==> src/rtl/a2d_pkg.sv <==
// a2d_pkg: shared types and command-field layout for the A2D round-robin scheduler
package a2d_pkg;
  typedef enum logic [2:0] {IDLE, CMD, WAIT1, GAP, READ, WAIT2} state_t;
  typedef enum logic [1:0] {LFT, RGHT, BATT} ch_sel_t;
  localparam int CMD_CH_LSB = 11;
  localparam int CMD_CH_W = 3;
  function automatic ch_sel_t ch_next(input ch_sel_t c);
    return c == LFT ? RGHT : c == RGHT ? BATT : LFT;
  endfunction
  function automatic logic [15:0] cmd_word(input logic [CMD_CH_W-1:0] c);
    logic [15:0] w;
    w = '0;
    w[CMD_CH_LSB +: CMD_CH_W] = c;
    return w;
  endfunction
endpackage

==> src/rtl/a2d_rr_sched.sv <==
// a2d_rr_sched: round-robin A2D sampler issuing two SPI frames per conversion
module a2d_rr_sched
  import a2d_pkg::*;
#(
  parameter logic [2:0] LFT_CH = 3'd0,
  parameter logic [2:0] RGHT_CH = 3'd4,
  parameter logic [2:0] BATT_CH = 3'd5
) (
  input  logic        clk,
  input  logic        rst_n,
  input  logic        nxt,
  output logic        wrt,
  output logic [15:0] cmd,
  input  logic        done,
  input  logic [15:0] rd_data,
  output logic [11:0] lft_ld,
  output logic [11:0] rght_ld,
  output logic [11:0] batt,
  output logic        busy
);
  state_t state, state_nxt;
  ch_sel_t ptr;
  logic [2:0] ch_num;
  logic cap;
  logic unused_hi;
  assign unused_hi = ^rd_data[15:12];
  assign ch_num = ptr == LFT ? LFT_CH : ptr == RGHT ? RGHT_CH : BATT_CH;
  always_ff @(posedge clk)
    if (!rst_n) state <= IDLE;
    else state <= state_nxt;
  always_comb begin
    state_nxt = state;
    case (state)
      IDLE:    state_nxt = nxt ? CMD : IDLE;
      CMD:     state_nxt = WAIT1;
      WAIT1:   state_nxt = done ? GAP : WAIT1;
      GAP:     state_nxt = READ;
      READ:    state_nxt = WAIT2;
      WAIT2:   state_nxt = done ? IDLE : WAIT2;
      default: state_nxt = IDLE;
    endcase
  end
  always_comb begin
    wrt = state == CMD || state == READ;
    busy = state != IDLE;
    cap = state == WAIT2 && done;
  end
  // cmd is latched when the conversion is accepted so both frames carry the same word
  always_ff @(posedge clk)
    if (!rst_n) begin
      ptr <= LFT;
      cmd <= '0;
      lft_ld <= '0;
      rght_ld <= '0;
      batt <= '0;
    end else begin
      if (state == IDLE && nxt) cmd <= cmd_word(ch_num);
      if (cap) ptr <= ch_next(ptr);
      lft_ld <= cap && ptr == LFT ? rd_data[11:0] : lft_ld;
      rght_ld <= cap && ptr == RGHT ? rd_data[11:0] : rght_ld;
      batt <= cap && ptr == BATT ? rd_data[11:0] : batt;
    end
endmodule

==> config.mk <==
export PLATFORM = sky130hd
export DESIGN_NAME = a2d_rr_sched
export DESIGN_NICKNAME = d
export VERILOG_FILES = /design/src/rtl/a2d_pkg.sv /design/src/rtl/a2d_rr_sched.sv
export SDC_FILE = /design/constraint.sdc
export NUM_CORES = 1
export LEC_CHECK = 0
export ABC_AREA = 1
export BUFFER_PORTS_ARGS = -buffer_cell sky130_fd_sc_hd__buf_2
export CORE_MARGIN = 5
export CORE_UTILIZATION = 52
export CTS_CLUSTER_DIAMETER = 100
export DETAILED_ROUTE_END_ITERATION = 6
export GPL_TIMING_DRIVEN = 0
export MAX_ROUTING_LAYER = met4
export PLACE_DENSITY = 0.84
export REMOVE_ABC_BUFFERS = 1
export SYNTH_ARGS = -nofsm -noshare
export SYNTH_HDL_FRONTEND = slang
export SYNTH_SLANG_ARGS = --single-unit
==> constraint.sdc <==
create_clock -name clk -period 1.8 [get_ports clk]
set_input_delay 0.27 -clock clk [delete_from_list [all_inputs] [get_ports clk]]
set_output_delay 0.27 -clock clk [all_outputs]
set_load 0.05 [all_outputs]
==> run_summary.xml, run 1 <==
<?xml version="1.0" encoding="UTF-8"?>
<metrics>
  <group name="critical_path">
    <metric name="r2r_setup_slack" unit="ns">0.14</metric>
    <metric name="worst_setup_path_start_kind" unit="">flop</metric>
    <metric name="timing.rr.end" unit="">lft_ld[11]$_SDFFE_PN0P_</metric>
    <metric name="worst_ep_required_time" unit="ns">2.00</metric>
    <metric name="r2r-start" unit="">state[2]$_SDFF_PN0_</metric>
    <metric name="gate_family_responsible_for_the_most_delay_along_the_worst_path" unit="">simple AND/OR/NAND/NOR gates</metric>
    <metric name="worst_r2r_path_depth" unit="">5</metric>
    <metric name="crit_type" unit="">flop to flop</metric>
    <metric name="worst_path_max_delay_cell" unit="">sky130_fd_sc_hd__nor2_2</metric>
    <metric name="crit_chain" unit="">nand3_2 -&gt; nor2_2 -&gt; nand3_1 -&gt; nand2_1 -&gt; nor2_1</metric>
    <metric name="cp-end-kind" unit="">flop</metric>
    <metric name="timing.critical_path.buf_inv" unit="">0</metric>
    <metric name="worst_path_largest_cell_delay" unit="ns">0.60</metric>
    <metric name="worst-path-max-fanout" unit="">18</metric>
    <metric name="arrival" unit="ns">1.86</metric>
  </group>
  <group name="sta">
    <metric name="rsz0062_at_grt" unit="">true</metric>
    <metric name="timing_worst_slew_pin_value" unit="ns">0.706</metric>
    <metric name="finalCriticalPeriod" unit="ns">1.66</metric>
    <metric name="timing_max_transition_violations_final" unit="">0</metric>
    <metric name="timing.slew.headroom" unit="%">52.9</metric>
    <metric name="hold-worst-slack" unit="ns">0.315</metric>
    <metric name="finalSetupViolations" unit="">0</metric>
    <metric name="final_hold_viol_count" unit="">0</metric>
    <metric name="skew" unit="ns">0.00796</metric>
    <metric name="max_clock_freq" unit="MHz">601</metric>
    <metric name="final.period_utilization" unit="%">92.5</metric>
  </group>
  <group name="cts">
    <metric name="tritoncts" unit="">done</metric>
    <metric name="cts-htree-levels" unit="">2</metric>
    <metric name="holdBufCountCts" unit="">0</metric>
    <metric name="buffer_cell_driving_the_clock_tree_root" unit="">sky130_fd_sc_hd__clkbuf_8</metric>
    <metric name="cts_setup_buffers" unit="">0</metric>
    <metric name="clock_tree.buffer_depth" unit="">2</metric>
    <metric name="clk_pin_slew" unit="ns">0.09</metric>
    <metric name="cts_num_sinks" unit="">43</metric>
    <metric name="worst_skew_pair_latency" unit="ns">0.29</metric>
    <metric name="tritoncts.num_buffers" unit="">5</metric>
  </group>
  <group name="global_route">
    <metric name="via_count_of_the_first_global_routing_pass" unit="">1635</metric>
    <metric name="largest_net_degree_at_the_start_of_global_routing" unit="">40</metric>
    <metric name="first_pass_grt_wire_length" unit="µm">7300</metric>
    <metric name="grt_overflow_total" unit="">0</metric>
    <metric name="groute.usage.overall" unit="%">18.3</metric>
    <metric name="antenna_violations_before_repair" unit="">0</metric>
  </group>
  <group name="final_layout">
    <metric name="drive_gt1_share" unit="%">23.9</metric>
    <metric name="syn2layout_area_growth" unit="%">15.8</metric>
    <metric name="fin_area" unit="µm²">2280</metric>
    <metric name="final_common_cell" unit="">sky130_fd_sc_hd__nor2_1</metric>
    <metric name="fill_cells" unit="">344</metric>
    <metric name="most-common-layout-cells" unit="">sky130_fd_sc_hd__nor2_1, sky130_fd_sc_hd__buf_2, sky130_fd_sc_hd__nand2_1, sky130_fd_sc_hd__dfxtp_1, sky130_fd_sc_hd__nand3_1</metric>
    <metric name="antennaDiodeCount" unit="">0</metric>
    <metric name="layout.nets" unit="">349</metric>
  </group>
  <group name="die">
    <metric name="core-area" unit="µm²">3660</metric>
    <metric name="floorplan.die_area" unit="µm²">5120</metric>
    <metric name="die_y" unit="µm">71.6</metric>
    <metric name="floorplan.die.width" unit="µm">71.6</metric>
    <metric name="initial_core_utilization" unit="%">53.8</metric>
    <metric name="fp-row-count" unit="">22</metric>
    <metric name="top_level_ports" unit="">74</metric>
  </group>
  <group name="power_and_ir_drop">
    <metric name="peakVddDrop" unit="mV">0.446</metric>
    <metric name="leakagePower" unit="nW">1.15</metric>
    <metric name="pwr-share-comb" unit="%">12.7</metric>
    <metric name="sw_frac_of_total" unit="%">27.6</metric>
    <metric name="power.share.clock" unit="%">37.8</metric>
    <metric name="internal-power" unit="mW">1.43</metric>
    <metric name="power_density" unit="nW/µm²">864</metric>
    <metric name="netSwitchingPower" unit="mW">0.545</metric>
    <metric name="power.share.sequential" unit="%">49.5</metric>
  </group>
  <group name="synth">
    <metric name="synthAdderAreaFrac" unit="%">0</metric>
    <metric name="netlist_area" unit="µm²">1970</metric>
    <metric name="yosys_register_bits" unit="">43</metric>
    <metric name="compound_gate_fraction_of_synth_area" unit="%">1.02</metric>
    <metric name="synthesis_warnings" unit="">0</metric>
    <metric name="yosysSeqAreaShare" unit="%">43.7</metric>
    <metric name="synth.distinct_cells" unit="">17</metric>
    <metric name="synth.area.mux_share" unit="%">0</metric>
    <metric name="dominant_combinational_cell_family_by_area_after_synthesis" unit="">simple AND/OR/NAND/NOR gates</metric>
    <metric name="synthXorXnorAreaFrac" unit="%">0</metric>
    <metric name="synthSimpleGateAreaFrac" unit="%">39.6</metric>
    <metric name="synth.avg_cell_area" unit="µm²">7.04</metric>
    <metric name="number_of_standard_cells_after_synthesis" unit="">280</metric>
  </group>
  <group name="routing">
    <metric name="initial_detailed_routing_violation_count" unit="">177</metric>
    <metric name="avgViaCountPerCell" unit="">4.80</metric>
    <metric name="firstDrtPassIters" unit="">4</metric>
    <metric name="drt.antenna.violating_nets" unit="">0</metric>
    <metric name="drt-wirelength-per-cell" unit="µm">11.9</metric>
    <metric name="num_vias" unit="">1814</metric>
    <metric name="route.detailed.drc" unit="">0</metric>
    <metric name="wl" unit="µm">4500</metric>
  </group>
  <group name="min_path">
    <metric name="worstHoldEndpoint" unit="">batt[3]$_SDFFE_PN0P_</metric>
    <metric name="holdPathStages" unit="">5</metric>
    <metric name="worst_hold_startpoint" unit="">rd_data[3]</metric>
    <metric name="worst_hold_path_type" unit="">input pin to flop</metric>
  </group>
  <group name="run">
    <metric name="max_cap_violations" unit="">0</metric>
  </group>
  <group name="placement">
    <metric name="placed_cell_area" unit="µm²">2150</metric>
    <metric name="placement.io_buffers" unit="">55</metric>
    <metric name="dp_hpwl" unit="µm">2980</metric>
    <metric name="routabilityCongestion" unit="">0.715</metric>
  </group>
  <group name="run_status">
    <metric name="run_status" unit="">finished, final reports clean</metric>
  </group>
</metrics>
-- area by class of cell --
| class | instances | area [µm²] | share of cell area, % |
|---|---|---|---|
| multi-input cells | 197 | 872 | 38.2 |
| clock inverters | 3 | 43.8 | 1.92 |
| well taps | 48 | 60.1 | 2.63 |
| repair buffers | 55 | 275 | 12.1 |
| inverters | 27 | 101 | 4.44 |
| clock buffers | 5 | 68.8 | 3.02 |
| flip-flops and latches | 43 | 861 | 37.7 |
-- sequential cells by signal, summed over array words and instances (netlist names) --
register / count
batt: 12
cmd: 2
rght_ld: 12
state: 3
ptr: 2
lft_ld: 12
-- worst max-delay path by stage --
stage                                   start                       to  cells after the start  slack (ns)
after floorplan           ptr[0]$_SDFFE_PN0P_      ptr[1]$_SDFFE_PN0P_                      6        0.41
after global placement    ptr[1]$_SDFFE_PN0P_      ptr[0]$_SDFFE_PN0P_                      5       0.003
after detailed placement  ptr[1]$_SDFFE_PN0P_   lft_ld[8]$_SDFFE_PN0P_                      5       -0.04
after CTS                 ptr[1]$_SDFFE_PN0P_  lft_ld[10]$_SDFFE_PN0P_                      5       -0.07
after global routing      ptr[0]$_SDFFE_PN0P_      ptr[1]$_SDFFE_PN0P_                      6       -0.01
final                     state[2]$_SDFF_PN0_  lft_ld[11]$_SDFFE_PN0P_                      5        0.14
-- layer usage --
metal	GRT usage [%]	vias up	wire (µm)
met5	-	-	0
met2	28.1	75	2080
li1	-	929	-
met3	4.77	6	495
met4	6.26	0	63
met1	23.3	804	1860
-- repair_timing --
item / 4_1_cts / 5_1_grt
setup endpoints to repair: 30 / 38
gates resized for setup: 0 / 4
endpoints found under the hold margin: 0 / 0
gates cloned: 0 / 1
pin swaps: 0 / 1
-- power by group through the flow --
stage	logic (mW)	clock network (mW)	registers, mW
final	0.251	0.745	0.977
after global routing	0.273	0.802	0.979
after CTS	0.249	0.762	0.976
after detailed placement	0.248	0	0.999
after global placement	0.243	0	0.999
after floorplan	0.170	0	1.02
-- logic make-up after synthesis --
family	Yosys count
DFF	43
AOI/OAI and AO/OA	4
other	1
and+or+nand+nor	178
buffers and inverters	54
-- Yosys cell counts (all sizes together) --
cell type	instances	area share [%]
clkinv	1	0.19
nand3	42	11
dfxtp	43	44
a21oi	4	1.0
nand4	4	2.0
nor2	85	18
inv	26	5.0
buf	27	10
nand2	47	9.0
conb	1	0.19
-- per-stage QoR --
step	utilization [%]	cells	setup slack, ns	TNS, ns	total power, mW
final	62.3	378	0.136	0	1.97
after global routing	62.3	378	-0.00983	-0.0143	2.05
after CTS	61.8	377	-0.0687	-0.950	1.99
after detailed placement	58.7	369	-0.0448	-0.388	1.25
after global placement	58.7	369	0.00332	0	1.24
after floorplan	-	266	0.406	0	1.19
-- worst register-to-register path: cells and delay by family, from the launching register on --
family	cells	cell delay, ns
and+or+nand+nor	5	1.10
DFF	1	0.48
No activity file was read; power rests on OpenSTA's default activity.
==> run 2: changes to the inputs <==
clock period = 2.2 ns   (was 1.8 ns; I/O delays follow)
==> run 2 against run 1 <==
Compared with the run above:
- flip-flop and latch count did not move
- worst setup slack better by 0.18 ns
- largest power group unchanged
- routed wire length down 5.1%
- largest cell class is now registers
- combinational power is 19% lower
- critical endpoint is now batt[4]$_SDFFE_PN0P_
- non-clock buffer count stayed put
- highest routed layer unchanged
- sequential power decreased by 18%
- clock power fell by 18%
==> run_summary.xml, run 2 (same netlist as run 1, synthesis figures left out) <==
<?xml version="1.0" encoding="UTF-8"?>
<metrics>
  <group name="run_status">
    <metric name="run_status" unit="">finished, final reports clean</metric>
  </group>
  <group name="routing">
    <metric name="wl" unit="µm">4270</metric>
    <metric name="avgViaCountPerCell" unit="">4.71</metric>
    <metric name="initial_detailed_routing_violation_count" unit="">148</metric>
    <metric name="num_vias" unit="">1774</metric>
    <metric name="drt.antenna.violating_nets" unit="">0</metric>
    <metric name="route.detailed.drc" unit="">0</metric>
    <metric name="firstDrtPassIters" unit="">4</metric>
    <metric name="drt-wirelength-per-cell" unit="µm">11.3</metric>
  </group>
  <group name="critical_path">
    <metric name="r2r_setup_slack" unit="ns">0.32</metric>
    <metric name="crit_path_frequent_cell" unit="">sky130_fd_sc_hd__nor2_1</metric>
    <metric name="crit_type" unit="">flop to flop</metric>
    <metric name="worst_ep_required_time" unit="ns">2.43</metric>
    <metric name="crit_chain" unit="">inv_2 -&gt; nor2_1 -&gt; inv_2 -&gt; nor2_4 -&gt; nor2_1 -&gt; nor2_1</metric>
    <metric name="r2r-start" unit="">ptr[1]$_SDFFE_PN0P_</metric>
    <metric name="worst_r2r_path_depth" unit="">6</metric>
    <metric name="cp-end-kind" unit="">flop</metric>
    <metric name="timing.critical_path.to" unit="">batt[4]$_SDFFE_PN0P_</metric>
    <metric name="setup.worst_path.start" unit="">ptr[1]$_SDFFE_PN0P_</metric>
    <metric name="timing.rr.end" unit="">batt[4]$_SDFFE_PN0P_</metric>
    <metric name="worst_path_max_delay_cell" unit="">sky130_fd_sc_hd__nor2_1</metric>
    <metric name="worst_path_largest_cell_delay" unit="ns">0.73</metric>
    <metric name="arrival" unit="ns">2.11</metric>
    <metric name="worst_setup_path_start_kind" unit="">flop</metric>
    <metric name="worst-path-max-fanout" unit="">13</metric>
  </group>
  <group name="final_layout">
    <metric name="most-common-layout-cells" unit="">sky130_fd_sc_hd__nor2_1, sky130_fd_sc_hd__buf_2, sky130_fd_sc_hd__nand2_1, sky130_fd_sc_hd__dfxtp_1, sky130_fd_sc_hd__nand3_1</metric>
    <metric name="reg_top3" unit="">batt (12), lft_ld (12), rght_ld (12)</metric>
    <metric name="layoutNonFillerInstCount" unit="">377</metric>
    <metric name="drive_gt1_share" unit="%">22.8</metric>
    <metric name="utilization" unit="%">61.8</metric>
    <metric name="antennaDiodeCount" unit="">0</metric>
    <metric name="final_common_cell" unit="">sky130_fd_sc_hd__nor2_1</metric>
    <metric name="syn2layout_area_growth" unit="%">14.9</metric>
    <metric name="layout.nets" unit="">348</metric>
  </group>
  <group name="global_route">
    <metric name="groute.usage.overall" unit="%">18.3</metric>
    <metric name="grt_overflow_total" unit="">0</metric>
    <metric name="antenna_violations_before_repair" unit="">0</metric>
    <metric name="via_count_of_the_first_global_routing_pass" unit="">1635</metric>
    <metric name="largest_net_degree_at_the_start_of_global_routing" unit="">40</metric>
    <metric name="first_pass_grt_wire_length" unit="µm">7300</metric>
  </group>
  <group name="die">
    <metric name="floorplan.die_area" unit="µm²">5120</metric>
    <metric name="initial_core_utilization" unit="%">53.8</metric>
    <metric name="fp-row-count" unit="">22</metric>
    <metric name="core-area" unit="µm²">3660</metric>
    <metric name="top_level_ports" unit="">74</metric>
    <metric name="floorplan.die.width" unit="µm">71.6</metric>
    <metric name="die_y" unit="µm">71.6</metric>
  </group>
  <group name="placement">
    <metric name="placement.io_buffers" unit="">55</metric>
    <metric name="placed_cells_incl_taps" unit="">369</metric>
    <metric name="routabilityCongestion" unit="">0.715</metric>
    <metric name="dp_hpwl" unit="µm">2980</metric>
  </group>
  <group name="power_and_ir_drop">
    <metric name="power_density" unit="nW/µm²">713</metric>
    <metric name="peakVddDrop" unit="mV">0.365</metric>
    <metric name="leakagePower" unit="nW">1.15</metric>
  </group>
  <group name="sta">
    <metric name="max_clock_freq" unit="MHz">531</metric>
    <metric name="timing_max_transition_violations_final" unit="">0</metric>
    <metric name="final.period_utilization" unit="%">85.5</metric>
    <metric name="setup-tns-final" unit="ns">0</metric>
    <metric name="final_hold_viol_count" unit="">0</metric>
    <metric name="skew" unit="ns">0.00735</metric>
    <metric name="timing.slew.headroom" unit="%">34.7</metric>
    <metric name="finalSetupViolations" unit="">0</metric>
    <metric name="timing_worst_slew_pin_value" unit="ns">0.976</metric>
    <metric name="rsz0062_at_grt" unit="">false</metric>
    <metric name="finalCriticalPeriod" unit="ns">1.88</metric>
  </group>
  <group name="run">
    <metric name="max_cap_violations" unit="">0</metric>
  </group>
  <group name="cts">
    <metric name="cts_setup_buffers" unit="">0</metric>
    <metric name="worst_skew_pair_latency" unit="ns">0.29</metric>
    <metric name="clk_pin_slew" unit="ns">0.09</metric>
    <metric name="holdBufCountCts" unit="">0</metric>
    <metric name="clock_tree.buffer_depth" unit="">2</metric>
    <metric name="cts-htree-levels" unit="">2</metric>
    <metric name="tritoncts" unit="">done</metric>
    <metric name="tritoncts.num_buffers" unit="">5</metric>
    <metric name="postCtsResizedCells" unit="">0</metric>
    <metric name="cts_num_sinks" unit="">43</metric>
    <metric name="buffer_cell_driving_the_clock_tree_root" unit="">sky130_fd_sc_hd__clkbuf_8</metric>
  </group>
  <group name="min_path">
    <metric name="holdPathStages" unit="">5</metric>
    <metric name="worst_hold_path_type" unit="">input pin to flop</metric>
  </group>
</metrics>
run 2: changes by cell type in the layout (fill, tap and decap cells not counted):
cell	previous run	this run
sky130_fd_sc_hd__nor2_1	78	81
sky130_fd_sc_hd__nor2_2	3	0
sky130_fd_sc_hd__nor2_4	5	4
run 2: worst max-delay path: cells and delay by family, from the launching register on:
kind	cells	cell delay [ns]
AND/OR/NAND/NOR	4	1.27
buffers and inverters	2	0.13
flip-flops	1	0.42
run 2: stage by stage:
step           power [mW]  hold slack (ns)  area, µm²  setup slack (ns)
2_1_floorplan       0.973            0.450       1820             0.806
4_1_cts              1.63            0.377       2260             0.331
6_report             1.61            0.379       2260             0.318
3_3_place_gp         1.02            0.457       2150             0.403
3_5_place_dp         1.02            0.468       2150             0.355
5_1_grt              1.68            0.413       2260            0.0907
run 2: report_power, final:
group	internal [mW]	leakage [nW]	total (mW)	switching, mW
Combinational	0.0420	0.740	0.203	0.161
Sequential	0.788	0.347	0.799	0.0111
Clock	0.338	0.0581	0.611	0.273
Total	1.17	1.15	1.61	0.446
run 2: layout make-up:
cell class	instances	area [µm²]
fillers	345	1400
flip-flops and latches	43	861
multi-input cells	196	853
repair buffers	55	275
inverters	27	101
clock buffers	5	68.8
well taps	48	60.1
clock inverters	3	43.8
run 2: layer usage:
metal  GRT usage (%)  wire, µm  share of wire (%)  up-vias
met3            4.77       371                8.7        7
li1                -         -                  -      927
met5               -         0                  0        -
met4            6.26        68                1.6        0
met2            28.1      1940                 45       60
met1            23.3      1900                 44      780
run 2: how the worst min path moves through the flow:
stage,start,endpoint
after global routing,rd_data[9],rght_ld[9]$_SDFFE_PN0P_
after global placement,lft_ld[3]$_SDFFE_PN0P_,lft_ld[3]$_SDFFE_PN0P_
after floorplan,rst_n,cmd[11]$_SDFFE_PN0P_
after detailed placement,batt[3]$_SDFFE_PN0P_,batt[3]$_SDFFE_PN0P_
after CTS,rd_data[3],batt[3]$_SDFFE_PN0P_
final,rd_data[9],rght_ld[9]$_SDFFE_PN0P_
==> run 3: changes to the inputs <==
ABC_AREA = 0   (was 1)
CORE_UTILIZATION = 51   (was 52)
GPL_TIMING_DRIVEN = 1   (was 0)
==> run 3 against run 2 <==
Compared with the run above:
- critical path type is now flop to output pin
- synthesized cell count fell by 35%
- critical endpoint is now busy
- synthesized area is 6.9% lower
- clock skew is 0.0012 ns lower
- core utilization grew 0.34 points
- worst setup slack better by 0.16 ns
- combinational power down 9%
- global-route usage shrank 3.5 points
- highest routed layer unchanged
- largest power group unchanged
- hold slack got worse by 0.12 ns
- flip-flop and latch count stayed put
- routed wire length down 20%
- non-clock buffer count up 7
==> run_summary.xml, run 3 <==
<?xml version="1.0" encoding="UTF-8"?>
<metrics>
  <group name="synth">
    <metric name="yosys_register_bits" unit="">43</metric>
    <metric name="synthSimpleGateAreaFrac" unit="%">18.2</metric>
    <metric name="post-synth-top-count-cell" unit="">sky130_fd_sc_hd__nand2_1</metric>
    <metric name="synth_largest_type_area_fraction" unit="%">46.9</metric>
    <metric name="synthAdderAreaFrac" unit="%">0</metric>
    <metric name="synth_edf_count" unit="">0</metric>
    <metric name="asr_flop_ratio_synth" unit="%">0</metric>
    <metric name="synth.avg_cell_area" unit="µm²">10.0</metric>
    <metric name="post_synth_main_area_contributors" unit="">sky130_fd_sc_hd__dfxtp_1, sky130_fd_sc_hd__mux2i_1, sky130_fd_sc_hd__nand2_1</metric>
    <metric name="synth-main-ff-cell" unit="">sky130_fd_sc_hd__dfxtp_1</metric>
    <metric name="number_of_standard_cells_after_synthesis" unit="">183</metric>
    <metric name="dominant_combinational_cell_family_by_area_after_synthesis" unit="">multiplexers</metric>
    <metric name="synth_top_cells_by_count" unit="">sky130_fd_sc_hd__nand2_1, sky130_fd_sc_hd__dfxtp_1, sky130_fd_sc_hd__mux2i_1</metric>
    <metric name="synth.distinct_cells" unit="">25</metric>
    <metric name="synth_largest_area_cell" unit="">sky130_fd_sc_hd__dfxtp_1</metric>
    <metric name="synthesis_warnings" unit="">0</metric>
    <metric name="synthXorXnorAreaFrac" unit="%">0.954</metric>
    <metric name="netlist_area" unit="µm²">1840</metric>
    <metric name="compound_gate_fraction_of_synth_area" unit="%">2.52</metric>
    <metric name="yosysSeqAreaShare" unit="%">46.9</metric>
    <metric name="synth.area.mux_share" unit="%">20.2</metric>
  </group>
  <group name="final_layout">
    <metric name="fill_cells" unit="">320</metric>
    <metric name="final_common_cell" unit="">sky130_fd_sc_hd__buf_2</metric>
    <metric name="reg_top3" unit="">batt (12), lft_ld (12), rght_ld (12)</metric>
    <metric name="fin_area" unit="µm²">2120</metric>
    <metric name="drive_gt1_share" unit="%">30.7</metric>
    <metric name="antennaDiodeCount" unit="">0</metric>
    <metric name="most-common-layout-cells" unit="">sky130_fd_sc_hd__buf_2, sky130_fd_sc_hd__nand2_1, sky130_fd_sc_hd__dfxtp_1, sky130_fd_sc_hd__mux2i_1, sky130_fd_sc_hd__conb_1</metric>
    <metric name="area.sequential" unit="µm²">861</metric>
    <metric name="layout.nets" unit="">258</metric>
    <metric name="multi_input_area" unit="µm²">821</metric>
    <metric name="syn2layout_area_growth" unit="%">15.7</metric>
  </group>
  <group name="sta">
    <metric name="timing_max_transition_violations_final" unit="">0</metric>
    <metric name="finalSetupViolations" unit="">0</metric>
    <metric name="final_hold_viol_count" unit="">0</metric>
    <metric name="max_clock_freq" unit="MHz">582</metric>
    <metric name="setup-tns-final" unit="ns">0</metric>
    <metric name="finalCriticalPeriod" unit="ns">1.72</metric>
    <metric name="skew" unit="ns">0.00612</metric>
    <metric name="final.period_utilization" unit="%">78.1</metric>
    <metric name="rsz0062_at_grt" unit="">false</metric>
  </group>
  <group name="routing">
    <metric name="initial_detailed_routing_violation_count" unit="">74</metric>
    <metric name="avgViaCountPerCell" unit="">4.70</metric>
    <metric name="route.detailed.drc" unit="">0</metric>
    <metric name="detailroute.wirelength.met2" unit="µm">1590</metric>
    <metric name="drt-wirelength-per-cell" unit="µm">12.0</metric>
    <metric name="wl" unit="µm">3420</metric>
    <metric name="top_layer_used" unit="">met4</metric>
    <metric name="routed-wl-met3" unit="µm">280</metric>
    <metric name="route.layer.met1.wl" unit="µm">1500</metric>
    <metric name="drt.antenna.violating_nets" unit="">0</metric>
    <metric name="firstDrtPassIters" unit="">4</metric>
    <metric name="num_vias" unit="">1334</metric>
  </group>
  <group name="critical_path">
    <metric name="r2r-start" unit="">state[1]$_SDFF_PN0_</metric>
    <metric name="gate_family_responsible_for_the_most_delay_along_the_worst_path" unit="">flip-flops</metric>
    <metric name="worst-path-max-fanout" unit="">8</metric>
    <metric name="worst_ep_required_time" unit="ns">1.87</metric>
    <metric name="arrival" unit="ns">1.39</metric>
    <metric name="worst_path_max_delay_cell" unit="">sky130_fd_sc_hd__dfxtp_1</metric>
    <metric name="worst_path_largest_cell_delay" unit="ns">0.43</metric>
    <metric name="crit_chain" unit="">or3_1 -&gt; buf_2</metric>
    <metric name="crit_type" unit="">flop to output pin</metric>
    <metric name="worst_setup_path_start_kind" unit="">flop</metric>
    <metric name="cp-end-kind" unit="">output pin</metric>
    <metric name="setup.worst_path.start" unit="">state[2]$_SDFF_PN0_</metric>
    <metric name="timing.critical_path.buf_inv" unit="">1</metric>
  </group>
  <group name="die">
    <metric name="die_y" unit="µm">70.0</metric>
    <metric name="top_level_ports" unit="">74</metric>
    <metric name="floorplan.die.width" unit="µm">70.0</metric>
    <metric name="core-area" unit="µm²">3420</metric>
    <metric name="floorplan.die_area" unit="µm²">4900</metric>
    <metric name="fp-row-count" unit="">21</metric>
    <metric name="initial_core_utilization" unit="%">53.7</metric>
  </group>
  <group name="power_and_ir_drop">
    <metric name="internal-power" unit="mW">0.984</metric>
    <metric name="power.share.sequential" unit="%">58.5</metric>
    <metric name="sw_frac_of_total" unit="%">28.6</metric>
    <metric name="peakVddDrop" unit="mV">0.357</metric>
    <metric name="netSwitchingPower" unit="mW">0.395</metric>
    <metric name="pwr-share-comb" unit="%">13.4</metric>
    <metric name="power_density" unit="nW/µm²">650</metric>
    <metric name="leakagePower" unit="nW">1.05</metric>
    <metric name="power.share.clock" unit="%">28.1</metric>
  </group>
  <group name="cts">
    <metric name="worst_skew_pair_latency" unit="ns">0.35</metric>
    <metric name="clock_tree.buffer_depth" unit="">2</metric>
    <metric name="cts-htree-levels" unit="">2</metric>
    <metric name="buffer_cell_driving_the_clock_tree_root" unit="">sky130_fd_sc_hd__clkbuf_4</metric>
    <metric name="tritoncts.num_buffers" unit="">5</metric>
    <metric name="clk_pin_slew" unit="ns">0.12</metric>
    <metric name="holdBufCountCts" unit="">0</metric>
    <metric name="cts_num_sinks" unit="">43</metric>
    <metric name="tritoncts" unit="">done</metric>
    <metric name="cts_setup_buffers" unit="">0</metric>
    <metric name="postCtsResizedCells" unit="">0</metric>
  </group>
  <group name="min_path">
    <metric name="worst_hold_path_type" unit="">input pin to flop</metric>
    <metric name="worst_hold_startpoint" unit="">rd_data[3]</metric>
  </group>
  <group name="global_route">
    <metric name="largest_net_degree_at_the_start_of_global_routing" unit="">27</metric>
    <metric name="first_pass_grt_wire_length" unit="µm">5660</metric>
    <metric name="via_count_of_the_first_global_routing_pass" unit="">1263</metric>
    <metric name="antenna_violations_before_repair" unit="">0</metric>
    <metric name="grt_overflow_total" unit="">0</metric>
    <metric name="groute.usage.overall" unit="%">14.8</metric>
  </group>
  <group name="run_status">
    <metric name="run_status" unit="">finished, final reports clean</metric>
  </group>
  <group name="placement">
    <metric name="dp_hpwl" unit="µm">2580</metric>
    <metric name="routabilityCongestion" unit="">0.696</metric>
    <metric name="placed_cell_area" unit="µm²">2070</metric>
    <metric name="placement.io_buffers" unit="">55</metric>
  </group>
  <group name="run">
    <metric name="max_cap_violations" unit="">0</metric>
  </group>
</metrics>
==> run 3: cell types whose count changed in the layout (fill, tap and decap cells not counted), moves of 4 or more <==
| cell | change |
|---|---|
| sky130_fd_sc_hd__inv_2 | -6 |
| sky130_fd_sc_hd__buf_4 | +7 |
| sky130_fd_sc_hd__inv_1 | -20 |
| sky130_fd_sc_hd__mux2i_1 | +37 |
| sky130_fd_sc_hd__nor2_4 | -4 |
| sky130_fd_sc_hd__nand2_1 | +5 |
| sky130_fd_sc_hd__nor2_1 | -78 |
| sky130_fd_sc_hd__clkbuf_8 | -4 |
| sky130_fd_sc_hd__clkbuf_4 | +5 |
| sky130_fd_sc_hd__nand3_1 | -41 |
==> run 3: stage by stage <==
| step | setup WS (ns) | std cells | hold slack, ns | total power, mW | utilization [%] |
|---|---|---|---|---|---|
| floorplan | 0.606 | 169 | 0.447 | 0.961 | - |
| global placement | 0.624 | 277 | 0.441 | 1.01 | 60.5 |
| detailed placement | 0.599 | 277 | 0.446 | 1.01 | 60.5 |
| CTS | 0.461 | 284 | 0.247 | 1.40 | 62.2 |
| global route | 0.347 | 284 | 0.238 | 1.46 | 62.2 |
| finish | 0.481 | 284 | 0.259 | 1.38 | 62.2 |
==> run 3: cell type report <==
| class | instances | share of cell area, % |
|---|---|---|
| Sequential cell | 43 | 40.5 |
| Tap cell | 46 | 2.71 |
| Clock buffer | 6 | 2.42 |
| Timing Repair Buffer | 62 | 15.4 |
| Clock inverter | 1 | 0.236 |
| Multi-Input combinational cell | 126 | 38.7 |
==> run 3: final timing paths <==
| path | cells after the start | end | slack, ns |
|---|---|---|---|
| worst max-delay path | 2 | busy | 0.48 |
| worst min-delay path | 3 | lft_ld[3]$_SDFFE_PN0P_ | 0.26 |
| worst max register to register | 4 | lft_ld[9]$_SDFFE_PN0P_ | 0.57 |
| worst min register to register | 2 | batt[5]$_SDFFE_PN0P_ | 0.46 |
==> run 3: routing by layer <==
metal	GRT usage, %	vias up
met4	5.74	0
met5	-	-
li1	-	678
met3	5.74	6
met1	16.6	605
met2	23.6	45
==> run 3: worst reg2reg max path: cells and delay by family, from the launching register on <==
family	cells	cell delay [ns]
buf+inv	1	0.28
flops	1	0.52
mux	1	0.20
simple gates	2	0.57
==> run 3: logic make-up (layout without fill, tap and decap cells) <==
group	after synthesis	after routing
buffers and inverters	27	69
multiplexers	37	37
flip-flops	43	43
XOR/XNOR	2	2
other	1	14
AND/OR/NAND/NOR	67	67
AO/OA/AOI/OAI	6	6
==> run 3: power by group through the flow <==
stage	Combinational, mW	Clock [mW]	Sequential [mW]
after detailed placement	0.185	0	0.825
after global routing	0.197	0.448	0.811
after floorplan	0.129	0	0.832
after global placement	0.184	0	0.824
after CTS	0.185	0.402	0.807
final	0.185	0.387	0.807
